File: src/rtl/hazard_controller.sv
// Issue controller for the decode/execute interface register: tracks in-flight
// destination registers and decides issue / stall / squash each cycle.
module hazard_controller #(
  parameter int DEPTH        = 3,
  parameter int FLUSH_CYCLES = 1,
  parameter int CNT_W        = 16
) (
  input  logic             clk,
  input  logic             rst,
  input  logic             dec_valid,
  input  logic [4:0]       dec_src1,
  input  logic             dec_src1_use,
  input  logic [4:0]       dec_src2,
  input  logic             dec_src2_use,
  input  logic [4:0]       dec_dst1,
  input  logic             dec_dst1_wr,
  input  logic [4:0]       dec_dst2,
  input  logic             dec_dst2_wr,
  input  logic             mem_busy,
  input  logic             branch_taken,
  output logic             d_pass,
  output logic             d_pcincr,
  output logic             stall,
  output logic             flush,
  output logic [CNT_W-1:0] stall_cnt,
  output logic [CNT_W-1:0] flush_cnt,
  output logic [4:0]       dbg_state
);

  // Handshake: there is none in the valid/ready sense. d_pass and d_pcincr are
  // decided combinationally each cycle and consumed by the interface register
  // on the same rising edge; the register always advances.

  typedef struct packed {
    logic       v1;
    logic [4:0] a1;
    logic       v2;
    logic [4:0] a2;
  } sb_entry_t;

  typedef enum logic {RUN = 1'b0, FLUSH = 1'b1} state_t;

  localparam logic [CNT_W-1:0] CNT_MAX = '1;

  sb_entry_t  sb [DEPTH];
  state_t     state, state_nxt;
  logic [3:0] fcnt, fcnt_nxt;
  logic       hazard;
  logic       squash, mstall, hstall;

  assign dbg_state = {state, fcnt};

  always_comb begin
    hazard = 1'b0;
    for (int i = 0; i < DEPTH; i++) begin
      if (dec_src1_use && sb[i].v1 && (sb[i].a1 == dec_src1)) hazard = 1'b1;
      if (dec_src1_use && sb[i].v2 && (sb[i].a2 == dec_src1)) hazard = 1'b1;
      if (dec_src2_use && sb[i].v1 && (sb[i].a1 == dec_src2)) hazard = 1'b1;
      if (dec_src2_use && sb[i].v2 && (sb[i].a2 == dec_src2)) hazard = 1'b1;
    end
  end

  // Squash outranks memory stall, which outranks hazard stall.
  always_comb begin
    squash   = branch_taken | (state == FLUSH);
    mstall   = !squash & mem_busy;
    hstall   = !squash & !mem_busy & dec_valid & hazard;
    d_pass   = !rst & dec_valid & !squash & !mem_busy & !hazard;
    d_pcincr = rst | !(mstall | hstall);
    stall    = !rst & (mstall | hstall);
    flush    = !rst & squash;
  end

  always_comb begin
    state_nxt = state;
    fcnt_nxt  = fcnt;
    if (branch_taken && (FLUSH_CYCLES > 0)) begin
      state_nxt = FLUSH;
      fcnt_nxt  = 4'(FLUSH_CYCLES - 1);
    end else if (state == FLUSH) begin
      if (fcnt == 4'd0) state_nxt = RUN;
      else              fcnt_nxt  = fcnt - 4'd1;
    end
  end

  always_ff @(posedge clk or posedge rst) begin
    if (rst) begin
      state <= RUN;
      fcnt  <= 4'd0;
    end else begin
      state <= state_nxt;
      fcnt  <= fcnt_nxt;
    end
  end

  // Shifts every edge; a non-issued cycle inserts an empty entry.
  always_ff @(posedge clk or posedge rst) begin
    if (rst) begin
      for (int i = 0; i < DEPTH; i++) sb[i] <= '0;
    end else begin
      sb[0] <= d_pass ? {dec_dst1_wr, dec_dst1, dec_dst2_wr, dec_dst2} : '0;
      for (int i = 1; i < DEPTH; i++) sb[i] <= sb[i-1];
    end
  end

  always_ff @(posedge clk or posedge rst) begin
    if (rst) begin
      stall_cnt <= '0;
      flush_cnt <= '0;
    end else begin
      if (stall && (stall_cnt != CNT_MAX))        stall_cnt <= stall_cnt + 1'b1;
      if (branch_taken && (flush_cnt != CNT_MAX)) flush_cnt <= flush_cnt + 1'b1;
    end
  end

endmodule
File: config.mk
export PLATFORM = sky130hd
export DESIGN_NAME = hazard_controller
export DESIGN_NICKNAME = d
export VERILOG_FILES = /design/src/rtl/hazard_controller.sv
export SDC_FILE = /design/constraint.sdc
export NUM_CORES = 1
export LEC_CHECK = 0
export CAP_MARGIN = 20
export CORE_UTILIZATION = 54
export CTS_BUF_LIST = sky130_fd_sc_hd__clkbuf_8
export DETAILED_ROUTE_END_ITERATION = 8
export PLACE_DENSITY_LB_ADDON = 0.12
export SYNTH_ARGS = -nofsm -noshare
export SYNTH_HDL_FRONTEND = slang
export SYNTH_SLANG_ARGS = --single-unit
File: constraint.sdc
create_clock -name clk -period 3.38 [get_ports clk]
set_input_delay 0.845 -clock clk [delete_from_list [all_inputs] [get_ports clk]]
set_output_delay 0.845 -clock clk [all_outputs]
set_load 0.02 [all_outputs]
# Word level (Yosys, flattened, before mapping)
# Index checks and enable logic that the tools add are counted.
# Widths: inputs -> output; s select.
[totals]
reg_bits = 73
latchBits = 0
ramBits = 0
romBits = 0
input_bits = 29
word_cells = 100
mem_count = 0
[op_classes]
add_sub_neg = 3
n_mul = 0
div = 0
n_lt_le_gt_ge = 0
eq_ne = 15
n_shift = 0
muxes = 19
n_bitwise = 13
reduce_logical = 34
[ops]
columns = ["operator", "n"]
rows = [
  ["$eq 5x5->1", 12],
  ["$add 16x1->16 const B", 2],
  ["$ne 16x16->1 const B", 2],
  ["$logic_and 1x1->1", 26],
  ["$mux 1", 15],
  ["$mux 12", 1],
  ["$mux 4", 3],
  ["$and 1x1->1", 10],
  ["$logic_not 1->1", 5],
  ["$logic_not 4->1", 1],
  ["$sub 4x1->4 const B", 1],
  ["$or 1x1->1", 3],
  ["$ne 2x2->1 const B", 1],
  ["$reduce_and 2->1", 1],
  ["$reduce_bool 2->1", 1],
]

# Longest topological paths before layout
# Gate-level depths: netlist of the first run.
[depth]
depth_word = 18
ltp_mapped = 9

# Worst setup path after synthesis of the first run
# OpenSTA, ideal clock, no wires.
[synth_path]
path_type = "in2out"
startpoint = "input port dec_src1[4]"
endpoint = "output port d_pcincr"
t_arrival_ns = 2.440
setup_slack_ns = 0.095
cell_stages = 9
path_buffers = 2
cell_sequence = "buf_4 -> xor2_1 -> nor4_1 -> nand4_1 -> nand4_1 -> nor4_4 -> buf_2 -> nor2_1 -> inv_1"
[synth_via]
elab_chain_cells = 18
elab_cells_between_ends = 28
cone_classes = "eq/ne: 6; mux: 12; bitwise: 3; reduce/logical: 7"
[synth_lines]
columns = ["element", "line_no", "text"]
rows = [
  ["start, declared", "11", "input logic [4:0] dec_src1,"],
  ["$eq 5x5->1", "56", "if (dec_src1_use && sb[i].v1 && (sb[i].a1 == dec_src1)) hazard = 1'b1;"],
  ["$logic_and 1x1->1", "56", ""],
  ["$mux 1", "56", ""],
  ["$mux 1", "57", "if (dec_src1_use && sb[i].v2 && (sb[i].a2 == dec_src1)) hazard = 1'b1;"],
  ["$mux 1", "58", "if (dec_src2_use && sb[i].v1 && (sb[i].a1 == dec_src2)) hazard = 1'b1;"],
  ["$mux 1", "59", "if (dec_src2_use && sb[i].v2 && (sb[i].a2 == dec_src2)) hazard = 1'b1;"],
  ["$mux 1", "56", ""],
  ["$mux 1", "57", ""],
  ["[2 not listed]", "n/a", ""],
  ["$mux 1", "56", ""],
  ["$mux 1 *", "57", ""],
  ["$mux 1 *", "58", ""],
  ["$mux 1 *", "59", ""],
  ["$and 1x1->1 *", "67", "hstall = !squash & !mem_busy & dec_valid & hazard;"],
  ["$or 1x1->1 *", "69", "d_pcincr = rst | !(mstall | hstall);"],
  ["$logic_not 1->1 *", "69", ""],
  ["$or 1x1->1 *", "69", ""],
  ["end, declared", "22", "output logic d_pcincr,"],
]
# Every way passes the cells marked *; elsewhere a longest branch is shown, timed or not.

# Worst setup path after layout of the first run
[layout_path]
startpoint = "input port dec_src1[1]"
endpoint = "output port d_pass"
[layout_via]
elab_chain_cells = 16
elab_cells_between_ends = 26
cone_classes = "eq/ne: 6; mux: 12; bitwise: 1; reduce/logical: 7"
[layout_lines]
columns = ["element", "line_no", "text"]
rows = [
  ["$eq 5x5->1", "56", ""],
  ["$logic_and 1x1->1", "56", ""],
  ["$mux 1", "56", ""],
  ["$mux 1", "57", ""],
  ["$mux 1", "58", ""],
  ["$mux 1", "59", ""],
  ["$mux 1", "56", ""],
  ["$mux 1", "57", ""],
  ["$mux 1", "58", ""],
  ["$mux 1", "59", ""],
  ["$mux 1", "56", ""],
  ["$mux 1 *", "57", ""],
  ["$mux 1 *", "58", ""],
  ["$mux 1 *", "59", ""],
  ["$logic_not 1->1 *", "68", "d_pass = !rst & dec_valid & !squash & !mem_busy & !hazard;"],
  ["$and 1x1->1 *", "68", ""],
  ["end, declared", "21", "output logic d_pass,"],
]
# Marked as above.

==> results.cfg, run 1 <==
[outcome]
status = finished clean

[critical_path]
crit_required_ps = 2530
cpMostUsedCell = nand4_1
arrival_ps = 2480
rrSetupSlack_ps = 1080
cp_num_cells = 9
r2r_end = stall_cnt[14]
startpoint_type = input pin
end_kind = output pin
critPathMaxFanout = 5
path_cells = clkdlybuf4s15_2, buf_4, xor2_1, nor4_1, nand4_1, nand4_1, nor4_4, and3_4, buf_6
critPathCapture = d_pass
max_stage_delay_ps = 390
cp-startpoint = dec_src1[1]
cp_num_buf_inv = 3
crit_slowest_cell = nor4_4
critical_path_class = input pin to output pin
critPathTopFamily = simple AND/OR/NAND/NOR gates
rr_worst_depth = 9
worstReg2RegStart = sb[30]

[synthesis]
avgSynthCellArea_um2 = 11.18
synth_nets = 352
netlist_instances = 319
yosysUniqueCellTypes = 35
syn-cell-area_um2 = 3567
synth_seq_area_share_pct = 51.21
ys_ff_latch = 73
yosys_warnings = 0

[clocking]
cts_buffers = 9
insertion_delay_ps = 340
clock_sinks = 73
clk_path_buf_depth = 2
root_buffer = clkbuf_8
tritoncts = yes
ctsHoldBuffers = 0
htree_levels = 3
clk_pin_slew_ps = 80

[power]
intPower_w = 0.001694
netSwitchingFraction_pct = 30.55
p_per_area_nw_per_um2 = 499.7
pwr-share-seq_pct = 43.4
p_switching_w = 0.0007452
clock_power_share_pct = 30.5
combPwrFrac_pct = 26.1
leakagePower_nw = 2.291
total_power_w = 0.002440
vdd_ir_drop_max_mv = 0.4301

[grt]
overflow = 0
grt_pass1_vias = 2736
grt_pass1_wl_mm = 13.01
track_usage_pct = 24.51
grt_max_degree = 74
antenna_found_initial = 0

[cells_and_area]
instances_no_fill = 501
fin_nets = 452
post-route-util_pct = 76.89
diodes = 0
finalInstanceArea_um2 = 4882
multi_input_area_um2 = 1730
final-seq-area_um2 = 1827
drive_gt1_share_pct = 21.46
nFillCells = 421
final_cell_mix = 73 x dfrtp_1, 56 x clkdlybuf4s50_1, 51 x xor2_1
area_delta_synth_final_pct = 36.86
final_common_cell = dfrtp_1

[route]
drt.antenna.violating_nets = 0
firstDrtPassIters = 4
via_per_inst = 5.331
dr_total_vias = 2671
wl_per_cell_um = 16.26
drt_iter0_markers = 121
drcViolationCount = 0
wirelength_mm = 8.144

[placed_design]
dp_cells = 475
hpwl_mm = 5.510
place.port_buffers = 69
globalplace.congestion = 0.8401
dpl_cell_area_um2 = 4457

[sta]
worst_slew_pin_slew_ps = 380.3
fin_crit_sh_pct = 98.32
max_freq_mhz = 300.9
setup_violations = 0
fin_skew_ps = 10.48
finalHoldViolCount = 0
fin_crit_ps = 3323
max_slew_margin_pct = 74.65
final_max_slew_viol_count = 0

[flow_run]
drv_cap = 0

[floorplanning]
initial_core_util_pct = 56.18
die_area_um2 = 6935
die_h_um = 83.28
core_area_um2 = 6350
die_w_um = 83.28
io_pins = 70
placement_rows = 29

[min_path]
worstHoldPathCells = 0
hold_path_class = flip-flop to flip-flop
-- power groups by stage --
| stage | Sequential [W] | Clock [W] | Combinational [W] |
|---|---|---|---|
| after floorplan | 0.00114 | 0 | 0.000273 |
| after global placement | 0.00107 | 0 | 0.000603 |
| after detailed placement | 0.00107 | 0 | 0.000618 |
| after CTS | 0.00106 | 0.000756 | 0.000631 |
| after global routing | 0.00108 | 0.000791 | 0.000691 |
| final | 0.00106 | 0.000744 | 0.000636 |
-- metal layers --
metal,vias to the layer above,global-route usage [%],wire (µm)
li1,1268,-,-
met1,1316,30.21,3442
met2,74,41.21,4136
met3,13,5.964,430
met4,0,10.34,135
met5,-,0,0
-- layout make-up --
type                       count  share of cell area, %
timing repair buffer         105                  20.17
clock inverter                 7                  1.922
sequential                    73                  37.42
multi-input combinational    223                  35.44
clock buffer                   9                  2.537
inverter                       7                 0.5382
tap                           77                  1.973
-- metrics by stage --
stage	TNS [ps]	hold WS, ps	setup WS (ps)
after floorplan	0	373.2	95.29
after global placement	-2164	392.1	-763.2
after detailed placement	-2159	387.5	-756.2
after CTS	0	405.5	0.8999
after global routing	-15.79	420.4	-15.79
final	0	414.9	56.67
-- cells in the mapped netlist (all sizes together) --
library cell | count | area share [%]
a41oi | 1 | 0.25
nor4 | 17 | 3.4
clkbuf | 1 | 0.11
ha | 4 | 1.4
xnor2 | 26 | 6.4
or2 | 1 | 0.18
nand2 | 10 | 1.1
nand4 | 17 | 3.0
nor3 | 5 | 0.70
inv | 7 | 0.74
and4 | 1 | 0.25
buf | 15 | 3.2
a21boi | 1 | 0.53
xor2 | 63 | 15
nor3b | 1 | 0.21
o21a | 1 | 0.21
a21oi | 2 | 0.28
nor2 | 20 | 2.2
o21ai | 3 | 0.42
nand3b | 1 | 0.21
dfrtp | 73 | 51
or3 | 4 | 0.70
nand3 | 20 | 2.8
and2 | 12 | 2.1
a41o | 1 | 0.28
nor4b | 1 | 0.25
mux2i | 1 | 0.28
and3 | 6 | 1.1
mux2 | 3 | 0.95
nor2b | 1 | 0.18
-- repair_timing --
item	CTS	global route
gates resized for setup	50	19
buffers inserted	6	5
pin swaps	9	12
setup endpoints to repair	3	3
-- sequential cells by signal, indices dropped and copies added (netlist names) --
name	count
fcnt	4
stall_cnt	16
flush_cnt	16
sb	36
state	1
-- cell families (layout without fill, tap and decap cells) --
| group | count (synthesis) | after routing | share of synthesized area (%) |
|---|---|---|---|
| compound gates | 9 | 9 | 1.964 |
| xor+xnor | 89 | 89 | 21.85 |
| mux | 4 | 4 | 1.228 |
| buf+inv | 23 | 128 | 4.033 |
| fa+ha+maj | 4 | 4 | 1.403 |
| simple gates | 117 | 117 | 18.31 |
| flops | 73 | 73 | 51.21 |
-- worst min path at each step --
stage             end  slack (ps)  startpoint
6_report        sb[5]         410      sb[17]
5_1_grt         sb[5]         420      sb[17]
2_1_floorplan  sb[23]         370      sb[35]
3_3_place_gp    sb[5]         390      sb[17]
4_1_cts         sb[5]         410      sb[17]
3_5_place_dp    sb[5]         390      sb[17]
No activity file was read; power rests on OpenSTA's default activity.
==> inputs of run 2 (changes only) <==
CORE_UTILIZATION = 52   (was 54)
CTS_BUF_LIST = default   (was sky130_fd_sc_hd__clkbuf_8)
==> results.cfg, run 2 (synthesis results as in run 1) <==
[outcome]
status = complete, but fails checks
violations = DRC

[sta]
fin_crit_sh_pct = 96.71
final_max_slew_viol_count = 0
hold-worst-slack_ps = 430.3
max_freq_mhz = 305.9
fin_skew_ps = 10.93
tns_ps = 0
fin_crit_ps = 3269
worst_slew_pin_slew_ps = 690.0
rsz0062_at_grt = true
finalHoldViolCount = 0
setup_violations = 0
max_slew_margin_pct = 53.94

[route]
firstDrtPassIters = 6
drt_iter0_markers = 171
drcViolationCount = 3
wirelength_mm = 7.807
drt.antenna.violating_nets = 0
wl_per_cell_um = 15.93
dr_total_vias = 2600
via_per_inst = 5.306

[clocking]
clk_pin_slew_ps = 80
insertion_delay_ps = 340
clock_sinks = 73
htree_levels = 3
cts_buffers = 9
clk_path_buf_depth = 2
tritoncts = yes
root_buffer = clkbuf_8

[grt]
grt_pass1_vias = 2660
antenna_found_initial = 0
grt_pass1_wl_mm = 12.90
overflow = 0
track_usage_pct = 23.33
grt_max_degree = 44

[cells_and_area]
fin_nets = 441
diodes = 0
regMostFlops = sb
largest_reg_flops = 36
post-route-util_pct = 74.74
nFillCells = 449
final_common_cell = dfrtp_1
final_cell_mix = 73 x dfrtp_1, 54 x clkdlybuf4s50_1, 49 x xor2_1
reg_top3 = sb: 36 flops, flush_cnt: 16 flops, stall_cnt: 16 flops
drive_gt1_share_pct = 20.34
instances_no_fill = 490
final-seq-area_um2 = 1827
area_delta_synth_final_pct = 36.09
multi_input_area_um2 = 1763

[floorplanning]
io_pins = 70
core_area_um2 = 6495
die_area_um2 = 7195
placement_rows = 29
die_w_um = 84.83
die_h_um = 84.83
initial_core_util_pct = 54.92

[power]
vdd_ir_drop_max_mv = 0.5623
leakagePower_nw = 2.276
p_per_area_nw_per_um2 = 505.3
total_power_w = 0.002453

[placed_design]
place.port_buffers = 69
hpwl_mm = 5.600
dp_cells = 470
globalplace.congestion = 1.000

[critical_path]
crit_required_ps = 2530
arrival_ps = 2420
end_kind = output pin
critical_path_class = input pin to output pin
startpoint_type = input pin
critPathMaxFanout = 6

[min_path]
hold_path_class = flip-flop to flip-flop

[flow_run]
drv_cap = 0
run 2: changes by cell type in the layout (fill, tap and decap cells not counted), moves of 3 or more:
cell	delta
buf_12	+3
buf_4	-8
buf_6	-5
clkbuf_1	+3
clkdlybuf4s15_1	-3
run 2: layout make-up:
class                           instances  share of cell area [%]
Clock buffer                           14                   3.351
Inverter                                7                  0.5412
Clock inverter                          2                   1.237
Sequential cell                        73                   37.63
Timing Repair Buffer                   94                   18.94
Multi-Input combinational cell        223                   36.31
Tap cell                               77                   1.985
run 2: critical path, cell delays in order:
cell,delay (ps)
clkbuf_2,100
buf_12,140
buf_4,130
xor2_1,140
nor4_1,70
nand4_1,100
nand3_2,110
nor4_4,310
buf_4,160
and3_4,190
buf_6,110
run 2: power by group:
group          switching (W)  internal, W  leakage (nW)
logic               0.000315     0.000316          1.17
clock network       0.000305     0.000458         0.111
registers           0.000100     0.000959         0.991
total               0.000720      0.00173          2.28
run 2: path summary, 6_finish.rpt:
| path | startpoint | end | slack, ps | cells after the start |
|---|---|---|---|---|
| setup / recovery | dec_src2[3] | d_pass | 110 | 11 |
| setup reg to reg | sb[20] | stall_cnt[1] | 1100 | 9 |
| min in group asynchronous | rst | flush_cnt[5] | 990 | 2 |
| hold / removal | sb[29] | sb[17] | 430 | 0 |
| hold reg to reg | sb[29] | sb[17] | 430 | 0 |
| max in group asynchronous | rst | sb[31] | 1720 | 3 |
run 2: metal layers:
layer  share of wire (%)  GRT usage (%)  vias to the layer above
met4                 1.4          9.861                        0
met2                  49          38.29                       73
met5                   0              0                        -
met1                  44          30.69                     1268
met3                 4.9          4.377                        8
li1                    -              -                     1251
run 2: through the flow:
| step | area (µm²) | setup slack [ps] |
|---|---|---|
| CTS | 4743 | 0.6859 |
| floorplan | 3567 | 95.29 |
| finish | 4855 | 111.3 |
| global route | 4855 | 5.432 |
| detailed placement | 4457 | -757.1 |
| global placement | 4457 | -704.8 |
run 2: timing repair:
action                                  CTS  global route
pin swaps                                 8            22
hold buffers                              0             0
buffers inserted                          4             0
endpoints found under the setup margin    3             3
resized for setup                        48            30
==> inputs of run 3 (changes only) <==
CORE_MARGIN = 2   (was default)
CORE_UTILIZATION = 56   (was 52)
CTS_CLUSTER_DIAMETER = 50   (was default)
clock period = 3.8 ns   (was 3.38 ns; I/O delays follow)
==> results.cfg, run 3 (synthesis results as in run 1) <==
[outcome]
status = finished clean

[route]
wl_per_cell_um = 16.99
wirelength_mm = 8.259
dr_total_vias = 2683
via_per_inst = 5.521
drcViolationCount = 0
drt_iter0_markers = 169
drt.antenna.violating_nets = 0
firstDrtPassIters = 4

[cells_and_area]
regMostFlops = sb
reg_top3 = sb: 36 flops, flush_cnt: 16 flops, stall_cnt: 16 flops
drive_gt1_share_pct = 15.40
area_delta_synth_final_pct = 35.88
post-route-util_pct = 77.67
diodes = 0
final_common_cell = dfrtp_1
instances_no_fill = 486
fin_nets = 437
final_cell_mix = 73 x dfrtp_1, 56 x clkdlybuf4s50_1, 55 x xor2_1
largest_reg_flops = 36

[floorplanning]
die_w_um = 83.81
initial_core_util_pct = 57.16
die_h_um = 83.81
io_pins = 70
core_area_um2 = 6241
placement_rows = 29
die_area_um2 = 7024

[critical_path]
path_cells = dlygate4sd2_1, xor2_1, nor4_2, nand4_1, nand4_1, nor4_4, and3_4, buf_6
critPathMaxFanout = 5
crit_slowest_cell = dlygate4sd2_1
rrSetupSlack_ps = 1600
critical_path_class = input pin to output pin
arrival_ps = 2750
cpMostUsedCell = nand4_1
startpoint_type = input pin
end_kind = output pin
crit_required_ps = 2850
critPathTopFamily = simple AND/OR/NAND/NOR gates
max_stage_delay_ps = 380
cp_num_buf_inv = 2

[sta]
max_freq_mhz = 269.9
tns_ps = 0
final_max_slew_viol_count = 0
setup_violations = 0
fin_skew_ps = 9.307
rsz0062_at_grt = false
max_slew_margin_pct = 70.34
hold-worst-slack_ps = 422.2
fin_crit_sh_pct = 97.49
finalHoldViolCount = 0
fin_crit_ps = 3705
worst_slew_pin_slew_ps = 440.2

[grt]
grt_pass1_wl_mm = 13.54
grt_pass1_vias = 2765
overflow = 0
grt_max_degree = 64
track_usage_pct = 25.01
antenna_found_initial = 0

[placed_design]
place.port_buffers = 69
hpwl_mm = 5.816
dp_cells = 470
globalplace.congestion = 0.9320

[clocking]
tritoncts = yes
insertion_delay_ps = 340
ctsHoldBuffers = 0
clk_path_buf_depth = 2
clk_pin_slew_ps = 70
post_cts_buffers = 0
clock_sinks = 73
htree_levels = 3
cts_buffers = 9
root_buffer = clkbuf_8

[min_path]
hold_path_class = flip-flop to flip-flop

[flow_run]
drv_cap = 0

[power]
vdd_ir_drop_max_mv = 0.3784
leakagePower_nw = 2.293
p_per_area_nw_per_um2 = 489.2
## run 3: cell count changes in the layout (fill, tap and decap cells not counted), moves of 3 or more
cell,previous run,this run
bufinv_16,2,5
dlygate4sd2_1,0,6
clkdlybuf4s15_2,3,0
clkbuf_2,5,0
xor2_1,49,55
buf_4,18,12
xor2_2,14,8
## run 3: where the power goes
part           internal [W]  leakage (nW)  switching (W)  total, W
combinational      0.000277          1.16       0.000280  0.000557
clock              0.000588         0.144       0.000284  0.000872
sequential         0.000852         0.991      0.0000899  0.000942
## run 3: metal layers
layer	part of all wire, %	track usage (%)	wire, µm
met5	0	0	0
met4	2.3	10.56	189
met3	6.2	7.023	516
met2	52	41.02	4285
met1	40	31.25	3267
## run 3: final timing paths
path | from | endpoint | cells past startpoint
worst min register to register | sb[29] | sb[17] | 0
worst max register to register | sb[14] | stall_cnt[1] | 8
worst min-delay path | sb[29] | sb[17] | 0
worst max-delay path | dec_src1[2] | d_pass | 8
max in group asynchronous | rst | sb[13] | 3
min in group asynchronous | rst | flush_cnt[9] | 2
## run 3: what timing repair did
action | 4_1_cts | 5_1_grt
gates resized for setup | 33 | 11
pin swaps | 7 | 3
endpoints found under the setup margin | 3 | 3
## run 3: worst reg2reg max path, delay by kind of cell, from the launching register on
family                 cells  cell delay, ps
XOR/XNOR                   1             190
buffers and inverters      1             190
AND/OR/NAND/NOR            5             920
multiplexers               1             360
flip-flops                 1             420
## run 3: metrics by stage
step,cell area (µm²),setup slack [ps],power (W)
detailed placement,4444,-556.9,0.001505
global placement,4444,-500.4,0.001489
CTS,4790,3.293,0.002384
floorplan,3567,305.3,0.001261
finish,4847,95.28,0.002371
global route,4847,62.17,0.002478
## run 3: area by class of cell
type | count | area (µm²)
clock inverters | 5 | 150.1
well taps | 77 | 96.34
fillers | 418 | 1394
inverters | 7 | 26.28
flip-flops and latches | 73 | 1827
clock buffers | 11 | 141.4
multi-input cells | 223 | 1695
repair buffers | 90 | 910.9
